`src/rtl/mem_access_stage_if.sv`:
```
// Purpose: bundles the EX->MEM inputs, the data-memory req/gnt/rvalid bus and the MEM/WB results.
// Latency: none (wires only).
// Backpressure: stall_M, driven by the stage, freezes the upstream producer of the *_E signals.
interface mem_access_stage_if #(
    parameter int N = 64
);
    // Execute-stage results
    logic         valid_E;
    logic [N-1:0] aluResult_E;
    logic [N-1:0] writeData_E;
    logic [N-1:0] PCBranch_E;
    logic         zero_E;
    logic         Branch_E;
    logic         MemRead_E;
    logic         MemWrite_E;
    logic         RegWrite_E;
    logic         MemtoReg_E;
    logic [4:0]   rd_E;

    // Data-memory bus
    logic         dm_req;
    logic         dm_we;
    logic [N-1:0] dm_addr;
    logic [N-1:0] dm_wdata;
    logic         dm_gnt;
    logic         dm_rvalid;
    logic [N-1:0] dm_rdata;

    // Pipeline control and branch resolution
    logic         stall_M;
    logic         PCSrc_M;
    logic [N-1:0] PCBranch_M;

    // Writeback results
    logic         valid_W;
    logic         RegWrite_W;
    logic         MemtoReg_W;
    logic [4:0]   rd_W;
    logic [N-1:0] aluResult_W;
    logic [N-1:0] readData_W;
    logic         mem_err;

    // Environment side: execute stage, data memory and writeback consumer
    modport master (
        output valid_E, aluResult_E, writeData_E, PCBranch_E, zero_E,
               Branch_E, MemRead_E, MemWrite_E, RegWrite_E, MemtoReg_E, rd_E,
        output dm_gnt, dm_rvalid, dm_rdata,
        input  dm_req, dm_we, dm_addr, dm_wdata,
        input  stall_M, PCSrc_M, PCBranch_M,
        input  valid_W, RegWrite_W, MemtoReg_W, rd_W, aluResult_W, readData_W, mem_err
    );

    // Memory-access stage side
    modport slave (
        input  valid_E, aluResult_E, writeData_E, PCBranch_E, zero_E,
               Branch_E, MemRead_E, MemWrite_E, RegWrite_E, MemtoReg_E, rd_E,
        input  dm_gnt, dm_rvalid, dm_rdata,
        output dm_req, dm_we, dm_addr, dm_wdata,
        output stall_M, PCSrc_M, PCBranch_M,
        output valid_W, RegWrite_W, MemtoReg_W, rd_W, aluResult_W, readData_W, mem_err
    );
endinterface

```
`src/rtl/mem_access_stage.sv`:
```
// Purpose: EX/MEM latch, branch resolution, data-memory req/gnt/rvalid master, MEM/WB latch.
// Latency: EX->W 2 edges for ALU ops and zero-wait stores, 3+ edges for loads.
// Backpressure: stall_M holds upstream while a memory access is outstanding.
// Optional build macro MEM_TIMEOUT_EN adds a load-response timeout reported on mem_err.
module mem_access_stage #(
    parameter int N       = 64,
    parameter int TIMEOUT = 16
) (
    input  logic               clk,
    input  logic               reset,
    mem_access_stage_if.slave  bus
);

    localparam logic [1:0] S_IDLE   = 2'd0;
    localparam logic [1:0] S_REQ    = 2'd1;
    localparam logic [1:0] S_WAIT_R = 2'd2;

    // A non-positive TIMEOUT has no meaningful counter compare; keep it visible at elaboration.
    if (TIMEOUT < 1) begin : g_timeout_must_be_positive
    end

    // EX/MEM registers
    logic         valid_M_q;
    logic [N-1:0] alu_M_q;
    logic [N-1:0] wdata_M_q;
    logic [N-1:0] pcbr_M_q;
    logic         zero_M_q;
    logic         branch_M_q;
    logic         memread_M_q;
    logic         memwrite_M_q;
    logic         regwrite_M_q;
    logic         memtoreg_M_q;
    logic [4:0]   rd_M_q;

    // Access FSM
    logic [1:0]   state_q;
    logic [1:0]   state_d;

    // MEM/WB registers
    logic         valid_W_q,    valid_W_d;
    logic         regwrite_W_q, regwrite_W_d;
    logic         memtoreg_W_q, memtoreg_W_d;
    logic [4:0]   rd_W_q,       rd_W_d;
    logic [N-1:0] alu_W_q,      alu_W_d;
    logic [N-1:0] rdata_W_q,    rdata_W_d;
    logic         mem_err_q,    mem_err_d;

    logic memop_M;
    logic load_M;
    logic gnt_ok;
    logic rv_ok;
    logic timeout_hit;
    logic complete;
    logic stall;
    logic advance;

    // Both MemRead and MemWrite set behaves as a store, so "load" excludes MemWrite.
    assign memop_M = memread_M_q | memwrite_M_q;
    assign load_M  = memread_M_q & ~memwrite_M_q;
    // Responses only count in the state that expects them; strays elsewhere are dropped.
    assign gnt_ok  = (state_q == S_REQ)    & bus.dm_gnt;
    assign rv_ok   = (state_q == S_WAIT_R) & bus.dm_rvalid;

`ifdef MEM_TIMEOUT_EN
    localparam int CW = $clog2(TIMEOUT + 1);
    localparam logic [CW-1:0] TO_LAST = CW'(TIMEOUT - 1);

    logic [CW-1:0] wait_cnt_q;

    // Count cycles spent in WAIT_R; the counter is zero on the first WAIT_R cycle.
    always_ff @(posedge clk or negedge reset) begin
        if (!reset) begin
            wait_cnt_q <= '0;
        end else if (state_q != S_WAIT_R) begin
            wait_cnt_q <= '0;
        end else begin
            wait_cnt_q <= wait_cnt_q + 1'b1;
        end
    end

    // A real response on the final cycle wins over the timeout.
    assign timeout_hit = (state_q == S_WAIT_R) & ~bus.dm_rvalid & (wait_cnt_q == TO_LAST);
`else
    assign timeout_hit = 1'b0;
`endif

    assign complete = (gnt_ok & memwrite_M_q) | rv_ok | timeout_hit;
    assign stall    = valid_M_q & memop_M & ~complete;
    assign advance  = ~stall;

    // Bus and pipeline-control outputs, all decoded from registered state.
    assign bus.dm_req     = (state_q == S_REQ);
    assign bus.dm_we      = (state_q == S_REQ) & memwrite_M_q;
    assign bus.dm_addr    = alu_M_q;
    assign bus.dm_wdata   = wdata_M_q;
    assign bus.stall_M    = stall;
    assign bus.PCSrc_M    = valid_M_q & branch_M_q & zero_M_q;
    assign bus.PCBranch_M = pcbr_M_q;

    assign bus.valid_W     = valid_W_q;
    assign bus.RegWrite_W  = regwrite_W_q;
    assign bus.MemtoReg_W  = memtoreg_W_q;
    assign bus.rd_W        = rd_W_q;
    assign bus.aluResult_W = alu_W_q;
    assign bus.readData_W  = rdata_W_q;
    assign bus.mem_err     = mem_err_q;

    // EX/MEM latch: capture the execute results whenever the stage is not stalled.
    always_ff @(posedge clk or negedge reset) begin
        if (!reset) begin
            valid_M_q    <= 1'b0;
            alu_M_q      <= '0;
            wdata_M_q    <= '0;
            pcbr_M_q     <= '0;
            zero_M_q     <= 1'b0;
            branch_M_q   <= 1'b0;
            memread_M_q  <= 1'b0;
            memwrite_M_q <= 1'b0;
            regwrite_M_q <= 1'b0;
            memtoreg_M_q <= 1'b0;
            rd_M_q       <= '0;
        end else if (advance) begin
            valid_M_q    <= bus.valid_E;
            alu_M_q      <= bus.aluResult_E;
            wdata_M_q    <= bus.writeData_E;
            pcbr_M_q     <= bus.PCBranch_E;
            zero_M_q     <= bus.zero_E;
            branch_M_q   <= bus.Branch_E;
            memread_M_q  <= bus.MemRead_E;
            memwrite_M_q <= bus.MemWrite_E;
            regwrite_M_q <= bus.RegWrite_E;
            memtoreg_M_q <= bus.MemtoReg_E;
            rd_M_q       <= bus.rd_E;
        end
    end

    // Next access state: a newly latched memory op starts in REQ; a granted load waits for data.
    always_comb begin
        state_d = state_q;
        if (advance) begin
            state_d = (bus.valid_E & (bus.MemRead_E | bus.MemWrite_E)) ? S_REQ : S_IDLE;
        end else if (gnt_ok) begin
            state_d = S_WAIT_R;
        end
    end

    // Access state register.
    always_ff @(posedge clk or negedge reset) begin
        if (!reset) begin
            state_q <= S_IDLE;
        end else begin
            state_q <= state_d;
        end
    end

    // MEM/WB next values: move on advance, insert a bubble while stalled.
    always_comb begin
        valid_W_d    = 1'b0;
        regwrite_W_d = regwrite_W_q;
        memtoreg_W_d = memtoreg_W_q;
        rd_W_d       = rd_W_q;
        alu_W_d      = alu_W_q;
        rdata_W_d    = rdata_W_q;
        mem_err_d    = 1'b0;
        if (advance) begin
            valid_W_d    = valid_M_q;
            regwrite_W_d = regwrite_M_q;
            memtoreg_W_d = memtoreg_M_q;
            rd_W_d       = rd_M_q;
            alu_W_d      = alu_M_q;
            if (valid_M_q & load_M) begin
                // A timed-out load delivers zero data.
                rdata_W_d = rv_ok ? bus.dm_rdata : '0;
                mem_err_d = timeout_hit;
            end
        end
    end

    // MEM/WB latch.
    always_ff @(posedge clk or negedge reset) begin
        if (!reset) begin
            valid_W_q    <= 1'b0;
            regwrite_W_q <= 1'b0;
            memtoreg_W_q <= 1'b0;
            rd_W_q       <= '0;
            alu_W_q      <= '0;
            rdata_W_q    <= '0;
            mem_err_q    <= 1'b0;
        end else begin
            valid_W_q    <= valid_W_d;
            regwrite_W_q <= regwrite_W_d;
            memtoreg_W_q <= memtoreg_W_d;
            rd_W_q       <= rd_W_d;
            alu_W_q      <= alu_W_d;
            rdata_W_q    <= rdata_W_d;
            mem_err_q    <= mem_err_d;
        end
    end

endmodule

```
`src/flat_wrapper.sv`:
```
// flat-port wrapper written by rule: the top's interface ports become plain ports
module mem_access_stage_flat 
#(
    parameter int N       = 64,
    parameter int TIMEOUT = 16
)
  (clk, reset, bus_valid_E, bus_aluResult_E, bus_writeData_E, bus_PCBranch_E, bus_zero_E, bus_Branch_E, bus_MemRead_E, bus_MemWrite_E, bus_RegWrite_E, bus_MemtoReg_E, bus_rd_E, bus_dm_gnt, bus_dm_rvalid, bus_dm_rdata, bus_dm_req, bus_dm_we, bus_dm_addr, bus_dm_wdata, bus_stall_M, bus_PCSrc_M, bus_PCBranch_M, bus_valid_W, bus_RegWrite_W, bus_MemtoReg_W, bus_rd_W, bus_aluResult_W, bus_readData_W, bus_mem_err);
  mem_access_stage_if #(.N(N)) bus_i ();
  input  logic clk;
  input  logic reset;
  input wire logic [$bits(bus_i.valid_E)-1:0] bus_valid_E;
  input wire logic [$bits(bus_i.aluResult_E)-1:0] bus_aluResult_E;
  input wire logic [$bits(bus_i.writeData_E)-1:0] bus_writeData_E;
  input wire logic [$bits(bus_i.PCBranch_E)-1:0] bus_PCBranch_E;
  input wire logic [$bits(bus_i.zero_E)-1:0] bus_zero_E;
  input wire logic [$bits(bus_i.Branch_E)-1:0] bus_Branch_E;
  input wire logic [$bits(bus_i.MemRead_E)-1:0] bus_MemRead_E;
  input wire logic [$bits(bus_i.MemWrite_E)-1:0] bus_MemWrite_E;
  input wire logic [$bits(bus_i.RegWrite_E)-1:0] bus_RegWrite_E;
  input wire logic [$bits(bus_i.MemtoReg_E)-1:0] bus_MemtoReg_E;
  input wire logic [$bits(bus_i.rd_E)-1:0] bus_rd_E;
  input wire logic [$bits(bus_i.dm_gnt)-1:0] bus_dm_gnt;
  input wire logic [$bits(bus_i.dm_rvalid)-1:0] bus_dm_rvalid;
  input wire logic [$bits(bus_i.dm_rdata)-1:0] bus_dm_rdata;
  output wire logic [$bits(bus_i.dm_req)-1:0] bus_dm_req;
  output wire logic [$bits(bus_i.dm_we)-1:0] bus_dm_we;
  output wire logic [$bits(bus_i.dm_addr)-1:0] bus_dm_addr;
  output wire logic [$bits(bus_i.dm_wdata)-1:0] bus_dm_wdata;
  output wire logic [$bits(bus_i.stall_M)-1:0] bus_stall_M;
  output wire logic [$bits(bus_i.PCSrc_M)-1:0] bus_PCSrc_M;
  output wire logic [$bits(bus_i.PCBranch_M)-1:0] bus_PCBranch_M;
  output wire logic [$bits(bus_i.valid_W)-1:0] bus_valid_W;
  output wire logic [$bits(bus_i.RegWrite_W)-1:0] bus_RegWrite_W;
  output wire logic [$bits(bus_i.MemtoReg_W)-1:0] bus_MemtoReg_W;
  output wire logic [$bits(bus_i.rd_W)-1:0] bus_rd_W;
  output wire logic [$bits(bus_i.aluResult_W)-1:0] bus_aluResult_W;
  output wire logic [$bits(bus_i.readData_W)-1:0] bus_readData_W;
  output wire logic [$bits(bus_i.mem_err)-1:0] bus_mem_err;
  assign bus_i.valid_E = bus_valid_E;
  assign bus_i.aluResult_E = bus_aluResult_E;
  assign bus_i.writeData_E = bus_writeData_E;
  assign bus_i.PCBranch_E = bus_PCBranch_E;
  assign bus_i.zero_E = bus_zero_E;
  assign bus_i.Branch_E = bus_Branch_E;
  assign bus_i.MemRead_E = bus_MemRead_E;
  assign bus_i.MemWrite_E = bus_MemWrite_E;
  assign bus_i.RegWrite_E = bus_RegWrite_E;
  assign bus_i.MemtoReg_E = bus_MemtoReg_E;
  assign bus_i.rd_E = bus_rd_E;
  assign bus_i.dm_gnt = bus_dm_gnt;
  assign bus_i.dm_rvalid = bus_dm_rvalid;
  assign bus_i.dm_rdata = bus_dm_rdata;
  assign bus_dm_req = bus_i.dm_req;
  assign bus_dm_we = bus_i.dm_we;
  assign bus_dm_addr = bus_i.dm_addr;
  assign bus_dm_wdata = bus_i.dm_wdata;
  assign bus_stall_M = bus_i.stall_M;
  assign bus_PCSrc_M = bus_i.PCSrc_M;
  assign bus_PCBranch_M = bus_i.PCBranch_M;
  assign bus_valid_W = bus_i.valid_W;
  assign bus_RegWrite_W = bus_i.RegWrite_W;
  assign bus_MemtoReg_W = bus_i.MemtoReg_W;
  assign bus_rd_W = bus_i.rd_W;
  assign bus_aluResult_W = bus_i.aluResult_W;
  assign bus_readData_W = bus_i.readData_W;
  assign bus_mem_err = bus_i.mem_err;
  mem_access_stage #(.N(N), .TIMEOUT(TIMEOUT)) u_core (.clk(clk), .reset(reset), .bus(bus_i));
endmodule
```
`config.mk`:
```
export PLATFORM = sky130hd
export DESIGN_NAME = mem_access_stage_flat
export DESIGN_NICKNAME = d
export VERILOG_FILES = /design/src/rtl/mem_access_stage_if.sv /design/src/rtl/mem_access_stage.sv /design/src/flat_wrapper.sv
export SDC_FILE = /design/constraint.sdc
export NUM_CORES = 1
export LEC_CHECK = 0
export BUFFER_PORTS_ARGS = -buffer_cell sky130_fd_sc_hd__buf_2
export CAP_MARGIN = 20
export CORE_AREA = 2 2 232 234
export DETAILED_ROUTE_END_ITERATION = 10
export DIE_AREA = 0 0 234 236
export HOLD_SLACK_MARGIN = 0.02
export SLEW_MARGIN = 30
export SYNTH_ARGS = -nofsm -noshare
export SYNTH_HDL_FRONTEND = slang
export SYNTH_SLANG_ARGS = --single-unit
export TNS_END_PERCENT = 1
```
`constraint.sdc`:
```
create_clock -name clk -period 4.8 [get_ports clk]
set_clock_uncertainty 0.15 [all_clocks]
set_input_delay 0.96 -clock clk [delete_from_list [all_inputs] [get_ports clk]]
set_output_delay 0.96 -clock clk [all_outputs]
set_load 0.03 [all_outputs]
```
Word-level counts from Yosys, hierarchy flattened
Index checks and enable logic that the tools add are counted.
{"block": "op_classes", "eq_ne": 3, "muxes": 5, "n_bitwise": 17, "n_reduce_logical": 1}
{"operator": "2-to-1 mux 64 bit", "n": 1}
{"operator": "AND 1 bit", "n": 11}
{"operator": "2-to-1 mux 2 bit", "n": 2}
{"operator": "NOT 1 bit", "n": 3}
{"operator": "OR 1 bit", "n": 3}
{"operator": "== test 2 x 1 -> 1 bit, second input constant", "n": 1}
{"operator": "== test 2 bit, second input constant", "n": 1}
{"operator": "2-to-1 mux 1 bit", "n": 2}
{"operator": "!= test 2 x 1 -> 1 bit, second input constant", "n": 1}
{"operator": "AND reduction 2 bit", "n": 1}
{"block": "totals", "ff_bits": 342, "in_bits": 272, "out_inout_bits": 333, "wordCells": 44}

Longest topological paths before layout
{"block": "depth", "ltp_word": 8, "depth_mapped": 5, "depth_no_buf": 3}

Least setup slack after synthesis
OpenSTA, ideal clock, no wires.
{"block": "synth_timing", "path_kind": "input to output", "from": "input port bus_dm_gnt", "to": "output port bus_stall_M", "t_arrival_ns": 1.876, "required_ns": 3.690, "path_slack_ns": 1.814, "stages": 4, "path_buffers": 2, "cell_sequence": "and4b_1 > nor3_4 > buf_4 > buf_4"}
{"block": "synth_via", "elab_chain_len": 5}
{"element": "start, declared", "line_no": "flat_wrapper.sv:22", "source": "input wire logic [$bits(bus_i.dm_gnt)-1:0] bus_dm_gnt;"}
{"element": "AND 1 bit", "line_no": "mem_access_stage.sv:61", "source": "assign gnt_ok = (state_q == S_REQ) & bus.dm_gnt;"}
{"element": "AND 1 bit", "line_no": "mem_access_stage.sv:87", "source": "assign complete = (gnt_ok & memwrite_M_q) | rv_ok | timeout_hit;"}
{"element": "OR 1 bit", "line_no": "mem_access_stage.sv:87"}
{"element": "NOT 1 bit", "line_no": "mem_access_stage.sv:88", "source": "assign stall = valid_M_q & memop_M & ~complete;"}
{"element": "AND 1 bit", "line_no": "mem_access_stage.sv:88"}
{"element": "end, declared", "line_no": "flat_wrapper.sv:29", "source": "output wire logic [$bits(bus_i.stall_M)-1:0] bus_stall_M;"}
Every way passes these cells.

Worst setup path after layout
Same ends and word-level chain as after synthesis.

==> flow_metrics.py <==
metrics = {
    "outcome": {
        "run_status": "completed",
    },
    "clock_tree": {
        "cts_setup_buffers": 0,
        "cts_buffers": 37,
        "root_buffer": "clkbuf_16",
        "postCtsResizedCells": 0,
        "clk_path_buf_depth": 3,
        "postCtsHoldBufs": 0,
        "cts.clk_slew.worst_paths_ns": 0.06,
        "insertion_delay_ns": 0.53,
        "clock-sinks": 342,
        "htreeDepth": 2,
        "cts_tree": "done",
    },
    "grt": {
        "grt_max_degree": 162,
        "grt_pass1_wl_um": 50000,
        "antenna_found_initial": 3,
        "gr-total-overflow": 0,
        "grtUsageTotal_pct": 11.6,
        "first_global_vias": 8983,
    },
    "synthesis": {
        "postSynthAreaPerCell_um2": 17.4,
        "synth_compound_area_share_pct": 0.331,
        "yosys.cell_types.count": 22,
        "syn-num-nets": 1011,
        "synth_cells": 739,
        "synth_top_family_by_area": "multiplexers",
        "muxShareOfSynthArea_pct": 29.5,
        "synth_area_um2": 12800,
        "synth_seq_cells": 342,
        "synth_adder_area_share_pct": 0,
        "yosysSeqAreaShare_pct": 66.6,
        "synth_xor_area_share_pct": 0,
        "yosys_warnings": 0,
        "yosys.area_share.simple_pct": 0.701,
    },
    "layout": {
        "syn_to_final_growth_pct": 38.1,
        "drive_gt1_share_pct": 57.0,
        "finalNonFillerCells": 2074,
        "nets": 1624,
        "fillCellCount": 5281,
    },
    "pwr": {
        "p_per_area_nw_per_um2": 843,
        "peakVddDrop_mv": 1.21,
        "power_leakage_nw": 8.78,
    },
    "worst_hold_path": {
        "hold_path_class": "in2async",
    },
    "route": {
        "firstDrtPassIters": 4,
        "via_count": 8431,
        "viasPerCell": 4.07,
        "route.detailed.drc": 0,
        "antenna_left": 0,
        "drt_iter0_markers": 211,
        "routedWlPerCell_um": 16.0,
        "wl_um": 33100,
    },
    "critical_path": {
        "r2r_cells": 4,
        "arrival_ns": 1.91,
        "reg2reg_to": "u_core.bus.PCBranch_M[43]",
        "path_max_fanout": 3,
        "critPathRequiredTime_ns": 3.69,
        "path_class": "in2out",
        "crit_start": "bus_dm_gnt",
        "start_kind": "input port",
        "r2r_setup_slack_ns": 2.25,
        "cp-end-kind": "primary output",
        "r2r_start": "u_core.memwrite_M_q",
    },
    "sta": {
        "maxSlewHeadroom_pct": 28.2,
        "worstMarginPinSlew_ns": 1.08,
        "fin_crit_ns": 3.02,
        "maxSlewViolCount": 0,
        "setup_tns_ns": 0,
        "clock.fmax_mhz": 331,
        "rsz0062_at_grt": "no",
        "setup_viol": 0,
        "hold_viol": 0,
        "period_share_pct": 63.0,
    },
    "floorplan": {
        "rows": 85,
        "initial_utilization_pct": 24.2,
        "fp.dieH_um": 236,
        "die_w_um": 234,
        "io_pins": 605,
        "dieArea_um2": 55200,
        "fp.coreArea_um2": 53100,
    },
    "run": {
        "cap_violations": 0,
    },
    "place": {
        "hpwl_um": 24800,
        "place_congestion": 0.778,
        "port_buffers": 603,
        "post-place-cells": 2009,
    },
}
## worst max-delay path: stages
cell     delay, ns
buf_2         0.11
and4b_1       0.23
nor3_4        0.34
buf_2         0.27
## cell usage after synthesis
library cell | n | area (um2)
dfrtp_1 | 342 | 8560
mux2_1 | 220 | 2480
mux2_2 | 117 | 1320
buf_6 | 22 | 248
buf_2 | 9 | 45.0
buf_4 | 7 | 52.6
o21ai_0 | 4 | 20.0
inv_1 | 2 | 7.51
nor2b_1 | 2 | 12.5
nor3b_1 | 2 | 15.0
a31oi_1 | 1 | 6.26
and2_1 | 1 | 6.26
and3_1 | 1 | 6.26
and3b_1 | 1 | 8.76
and4b_1 | 1 | 10.0
conb_1 | 1 | 3.75
nand2_1 | 1 | 3.75
nor3_1 | 1 | 5.00
nor3_4 | 1 | 16.3
o22ai_1 | 1 | 6.26
o2bb2a_1 | 1 | 10.0
or2_2 | 1 | 6.26
## sequential cells by signal, summed over array words and instances, names as in the netlist, 2 cells and up
name / cells
u_core.bus.PCBranch_M: 64
u_core.bus.aluResult_W: 64
u_core.bus.dm_addr: 64
u_core.bus.dm_wdata: 64
u_core.bus.readData_W: 64
u_core.bus.rd_W: 5
u_core.rd_M_q: 5
u_core.state_q: 2
## report_power, final
| part | switching (mW) | total (mW) | internal, mW |
|---|---|---|---|
| Combinational | 4.56 | 7.14 | 2.58 |
| Clock | 1.13 | 2.83 | 1.71 |
| Sequential | 0.710 | 4.97 | 4.26 |
## metrics by stage
stage	utilization (%)	hold slack (ns)	setup slack, ns	area, um2	total power, mW
finish	33.4	0.307	1.78	17700	14.9
global route	33.4	0.334	1.73	17700	15.8
CTS	33.4	0.304	1.77	17700	15.2
detailed placement	31.1	0.326	1.66	16500	12.3
global placement	31.1	0.314	1.76	16500	12.1
floorplan	-	0.304	1.81	12800	10.3
## routing by layer
metal	share of wire (%)	wire, um	global-route usage [%]	vias up
li1	-	-	-	3825
met1	37	12200	12.4	4157
met2	50	16600	20.5	384
met3	9.8	3230	4.30	63
met4	2.9	968	4.37	2
met5	0.039	13	0	-
## cell families (layout without fill, tap and decap cells)
| kind of cell | count (synthesis) | after routing |
|---|---|---|
| simple gates | 12 | 12 |
| buf+inv | 40 | 678 |
| flops | 342 | 342 |
| other cells | 1 | 2 |
| mux | 337 | 337 |
| compound gates | 7 | 7 |
## worst max-delay path by stage
stage / end / slack [ns]
after global routing: bus_stall_M / 1.73
final: bus_stall_M / 1.78
after detailed placement: u_core.bus.PCBranch_M[35] / 1.66
after global placement: u_core.bus.dm_addr[2] / 1.76
after floorplan: bus_stall_M / 1.81
after CTS: bus_stall_M / 1.77
## cell type report
type | instances | area (um2) | share of cell area, %
diodes | 1 | 2.50 | 0.0141
clock buffers | 57 | 1110 | 6.28
clock inverters | 7 | 95.1 | 0.536
inverters | 2 | 7.51 | 0.0423
multi-input cells | 357 | 3940 | 22.2
flip-flops and latches | 342 | 8560 | 48.3
well taps | 696 | 871 | 4.91
repair buffers | 612 | 3150 | 17.7
## layout by cell type, fill, tap and decap left out, drive strengths merged
cell type,Yosys,layout
buf,38,612
dfrtp,342,342
mux2,337,337
clkbuf,0,57
o21ai,4,4
inv,2,4
clkinv,0,3
nor2b,2,2
bufinv,0,2
nor3,2,2
nor3b,2,2
diode,0,1
and4b,1,1
and3b,1,1
and2,1,1
and3,1,1
nand2,1,1
o22ai,1,1
a31oi,1,1
o2bb2a,1,1
or2,1,1
conb,1,1
Power figures use the tool's default switching activity.
